### src/rtl/wb_regfile.sv
// wb_regfile: writeback-stage register file with two registered read ports.
// R0 is hardwired to zero. Writes and reads share one rising clock edge.
// Build option: define WB_RF_BYPASS_EN to forward the value being written
// to a read port that addresses the same register in the same cycle
// (write-through). Without it, such a read returns the pre-write value.
module wb_regfile #(
    parameter int DATA_W = 16,
    parameter int ADDR_W = 4
) (
    input  logic              clk,
    input  logic              rst,
    input  logic              i_mem_to_reg,
    input  logic              i_reg_wrt,
    input  logic [ADDR_W-1:0] i_wb_dst,
    input  logic [DATA_W-1:0] i_mem_data,
    input  logic [DATA_W-1:0] i_alu_result,
    input  logic              i_rd_en,
    input  logic [ADDR_W-1:0] i_rd_addr1,
    input  logic [ADDR_W-1:0] i_rd_addr2,
    output logic [DATA_W-1:0] o_rd_data1,
    output logic [DATA_W-1:0] o_rd_data2,
    output logic [DATA_W-1:0] o_wb_data
);

    localparam int NREG = 2 ** ADDR_W;

    // Only R1..R(NREG-1) hold state; R0 has no storage at all.
    logic [DATA_W-1:0] regs_q [1:NREG-1];

    logic [DATA_W-1:0] rd_data1_q, rd_data1_d;
    logic [DATA_W-1:0] rd_data2_q, rd_data2_d;
    logic              wr_active;

    // Writeback value is selected combinationally, independent of the enable.
    assign o_wb_data = i_mem_to_reg ? i_mem_data : i_alu_result;

    // A write to R0 is never an effective write.
    assign wr_active = i_reg_wrt && (i_wb_dst != '0);

    // One storage register per nonzero address; reset wins over a write.
    generate
        for (genvar gi = 1; gi < NREG; gi++) begin : g_reg
            always_ff @(posedge clk) begin
                if (rst) begin
                    regs_q[gi] <= '0;
                end else if (wr_active && (i_wb_dst == ADDR_W'(gi))) begin
                    regs_q[gi] <= o_wb_data;
                end
            end
        end
    endgenerate

    // Resolve the value one read port would capture at this edge.
    function automatic logic [DATA_W-1:0] read_value(input logic [ADDR_W-1:0] addr);
        logic [DATA_W-1:0] val;
        val = '0;
        if (addr != '0) begin
`ifdef WB_RF_BYPASS_EN
            if (wr_active && (addr == i_wb_dst)) begin
                val = o_wb_data;
            end else begin
                val = regs_q[addr];
            end
`else
            val = regs_q[addr];
`endif
        end
        return val;
    endfunction

    // Next-state values for both read ports, resolved independently.
    always_comb begin
        rd_data1_d = read_value(i_rd_addr1);
        rd_data2_d = read_value(i_rd_addr2);
    end

    // Read-port registers: cleared by reset, updated only when enabled.
    always_ff @(posedge clk) begin
        if (rst) begin
            rd_data1_q <= '0;
            rd_data2_q <= '0;
        end else if (i_rd_en) begin
            rd_data1_q <= rd_data1_d;
            rd_data2_q <= rd_data2_d;
        end
    end

    assign o_rd_data1 = rd_data1_q;
    assign o_rd_data2 = rd_data2_q;

endmodule

### config.mk
export PLATFORM = sky130hd
export DESIGN_NAME = wb_regfile
export DESIGN_NICKNAME = d
export VERILOG_FILES = /design/src/rtl/wb_regfile.sv
export SDC_FILE = /design/constraint.sdc
export NUM_CORES = 1
export LEC_CHECK = 0
export BUFFER_PORTS_ARGS = -buffer_cell sky130_fd_sc_hd__clkbuf_2
export CAP_MARGIN = 20
export CORE_ASPECT_RATIO = 0.7
export CORE_MARGIN = 3
export CORE_UTILIZATION = 46
export DETAILED_ROUTE_END_ITERATION = 7
export GPL_ROUTABILITY_DRIVEN = 0
export PLACE_DENSITY = 0.74
export SETUP_SLACK_MARGIN = 0.1
export SLEW_MARGIN = 20
export SYNTH_ARGS = -nofsm -noshare
export SYNTH_HDL_FRONTEND = slang
export SYNTH_SLANG_ARGS = --single-unit
### constraint.sdc
create_clock -name clk -period 1.6 [get_ports clk]
set_clock_uncertainty 0.15 [all_clocks]
set_input_delay 0 -clock clk [delete_from_list [all_inputs] [get_ports clk]]
set_output_delay 0 -clock clk [all_outputs]
set_load 0.02 [all_outputs]
Word-level counts from Yosys, hierarchy flattened
Memory sizes are Yosys's and may differ from the RTL's.
Index checks and enable logic that the tools add are counted.
- register bits after elaboration: 32
- logic and storage cells: 117
- RAM bits: 240
- memories kept: 1
- memories (memory ; depth ; width ; rd ports ; clocked after memory_dff ; wr ports ; RTL line ; RTL):
    regs_q ; 15 ; 16 ; 2 ; 0 ; 15 ; 28 ; logic [DATA_W-1:0] regs_q [1:NREG-1];
- muxes and demuxes: 65
- equal/unequal tests: 15
- reductions and logical operators: 19
- bitwise logic cells: 15
- operators with widths (cell ; number):
    $mux W16 ; 18
    $mux W1 ; 47
    $eq A4 B4 Y1 const B ; 8
    $eq A4 B3 Y1 const B ; 4
    $logic_and A1 B1 Y1 ; 16
    $or A1 B1 Y1 ; 15
    $reduce_bool A4 Y1 ; 3
    $eq A4 B2 Y1 const B ; 2
    $eq A4 B1 Y1 const B ; 1

Logic depth before layout (Yosys ltp)
- word-level depth: 7
- depth in mapped cells: 7
- mapped depth without buffers: 4

Worst setup path after synthesis
No wires, ideal clock.
- kind: input to register
- from: input i_wb_dst[0]
- to: memory regs_q[14][0] (enable)
- arrival time: 1.159 ns
- stages on the path: 3
- buffers on the path: 1
- slack: -0.101 ns
- required time: 1.058 ns
- cell sequence: buf_2 -> nand2b_1 -> o21bai_1
- RTL lines (element ; RTL line ; RTL):
    start, declared ; 14 ; input logic [ADDR_W-1:0] i_wb_dst,
    end, declared ; 28 ;

==> results_dict.tcl <==
set metrics [dict create \
    outcome "complete, but fails checks" \
    violations "setup timing" \
    start_kind "flip-flop" \
    track_usage 0.266 \
    fin_cells 1693 \
    synth_area_um2 13700 \
    grt-ovfl-total 0 \
    setup-violations-final 6 \
    avgSynthCellArea_um2 12.9 \
    yosysWarnings 0 \
    worst_pin_slew_ps 420 \
    synth_area_leaders "edfxtp_1 (53%), mux4_2 (14%), nor2_1 (7.4%), dfxtp_1 (4.7%), mux2i_1 (3.5%)" \
    ys_top_cells_by_count "nor2_1 (270), edfxtp_1 (240), mux4_2 (86)" \
    maxSlewViolCount 0 \
    drc 0 \
    via_per_inst 6.28 \
    place_ws_ps -109 \
    cts_root_buf "clkbuf_16" \
    crit_path_end_kind "flip-flop" \
    clock_path_buffers 3 \
    place_area_um2 15500 \
    pin_count 97 \
    grt_pass1_vias 10576 \
    p_total_w 0.0179 \
    powerDensity_nw_per_um2 1010 \
    tns_ps -326 \
    vdd.ir_drop.worst_v 0.000695 \
    synth_edf_count 240 \
    synthDominantCellAreaShare 0.527 \
    synth_most_common_cell "nor2_1" \
    postSynthCellCount 1059 \
    cts_tree "built" \
    clock_latency_ps 560 \
    num-fill-cells 2161 \
    wl_um 43300 \
    synthArstFlopShare 0 \
    antenna_found_initial 0 \
    max_slew_margin 0.718 \
    layout-drive-gt1-share 0.377 \
    grt_pass1_wl_um 63000 \
    dp.final_hpwl_um 27400 \
    fin_crit_ps 1690 \
    final_nets 1344 \
    hold_violations 0 \
    worst-setup-path-type "flip-flop to flip-flop" \
    synthesis.nets 1108 \
    synth_seq_cells 272 \
    min_path_type "primary input to flip-flop" \
    n_antenna_cell 0 \
    fp.dieW_um 212 \
    vias 10634 \
    clock-sinks 272 \
    cts_buffers 26 \
    numPortBuffers 96 \
    crit_fanout 2 \
    synthFlopType "edfxtp_1" \
    timing.final.ws_setup_ps -87.9 \
    dpl.cell_count 1543 \
    fin_area_um2 17800 \
    max_clock_freq_ghz 0.592 \
    drtAntennaViolNets 0 \
    drv_cap 0 \
    syn_to_final_growth_pct 29.8 \
    dieHeight_um 150 \
    core_area_um2 29100 \
    cp_data_arrival_time_ps 1970 \
    rsz0062_at_grt "true" \
    clk_pin_slew_ps 60 \
    post_drt_wl_per_cell_um 25.6 \
    p_leak_nw 6.76 \
    dr.pass1.iters 5 \
    rows 52 \
    grt_max_degree 36 \
    yosysTopAreaCell "edfxtp_1" \
    post-route-period-util 1.05 \
    die_area_um2 31900 \
    htreeDepth 1 \
    cp.required_ps 1890 \
    synthDistinctLibCells 39 \
    drtIter0Drc 1475 \
    ys_seq_area_frac 0.573 \
    start_util 0.471 \
]
==> critical path: stages (launching register included) <==
cell and delay (ps):
edfxtp_1 400, mux4_2 500, nor2b_4 140, a2111o_1 380
==> registers in the layout, indices dropped and copies added (netlist names) <==
signal      cells
regs_q        240
o_rd_data1     16
o_rd_data2     16
==> cell families after synthesis <==
kind of cell           synth area share
AND/OR/NAND/NOR                   0.106
buffers and inverters            0.0403
flip-flops                        0.573
AO/OA/AOI/OAI                    0.0865
multiplexers                      0.194
==> final cells by class <==
| class | count | area [um2] | share of cell area |
|---|---|---|---|
| Sequential cell | 272 | 7850 | 0.442 |
| Multi-Input combinational cell | 673 | 5710 | 0.321 |
| Timing Repair Buffer | 301 | 2720 | 0.153 |
| Clock buffer | 35 | 774 | 0.0436 |
| Tap cell | 378 | 473 | 0.0266 |
| Clock inverter | 13 | 159 | 0.00894 |
| Inverter | 21 | 78.8 | 0.00444 |
==> power breakdown <==
part	switching (W)	internal [W]	leakage, nW	total [W]
logic	0.00148	0.00134	3.73	0.00281
registers	0.000304	0.00817	2.56	0.00847
clock network	0.00277	0.00389	0.460	0.00666
total	0.00455	0.0134	6.76	0.0179
==> layer usage <==
layer | up-vias | track usage | wire length, um
met4 | 0 | 0.0967 | 1700
met1 | 5257 | 0.363 | 16300
li1 | 4478 | - | -
met2 | 772 | 0.416 | 20200
met3 | 127 | 0.0681 | 5170
met5 | - | 0 | 0
==> metrics by stage <==
step	hold slack, ps	utilization
finish	17.3	0.611
global route	14.9	0.611
CTS	6.09	0.590
detailed placement	293	0.533
global placement	282	0.533
floorplan	57.5	-
==> cell usage in the layout, fill, tap and decap left out, types with 7 or more instances in the layout <==
| cell type | Yosys | final |
|---|---|---|
| nor2_1 | 270 | 268 |
| edfxtp_1 | 240 | 240 |
| clkbuf_2 | 0 | 93 |
| buf_4 | 9 | 93 |
| mux4_2 | 86 | 86 |
| dlygate4sd3_1 | 0 | 57 |
| nand2_1 | 56 | 53 |
| buf_12 | 1 | 39 |
| dfxtp_1 | 32 | 32 |
| mux2i_1 | 48 | 29 |
| a21oi_1 | 42 | 29 |
| clkbuf_16 | 0 | 26 |
| a211oi_1 | 22 | 22 |
| inv_1 | 21 | 21 |
| mux2_2 | 21 | 18 |
| buf_6 | 4 | 18 |
| o211ai_1 | 16 | 16 |
| nor2b_1 | 18 | 16 |
| a22oi_1 | 26 | 14 |
| mux2i_2 | 0 | 12 |
| a22oi_2 | 0 | 12 |
| a21oi_2 | 0 | 12 |
| o221a_2 | 10 | 10 |
| a221oi_2 | 0 | 9 |
| clkbuf_8 | 0 | 9 |
| mux2i_4 | 0 | 7 |
==> timing repair <==
item / in CTS / in global routing
endpoints found under the hold margin: 362 / 0
cloned: 0 / 1
setup buffers: 2 / 43
resized for setup: 29 / 61
endpoints found under the setup margin: 27 / 51
hold buffers: 57 / 0
pin swaps: 14 / 23
==> path summary, 6_finish.rpt <==
path,startpoint,end,slack (ps),depth (start not counted)
max,regs_q[7][0],o_rd_data2[0],-90,3
max reg2reg,regs_q[7][0],o_rd_data2[0],-90,3
min reg2reg,o_rd_data1[13],o_rd_data1[13],330,2
min,i_rd_addr1[1],o_rd_data1[0],20,5
No activity file was read; power rests on OpenSTA's default activity.
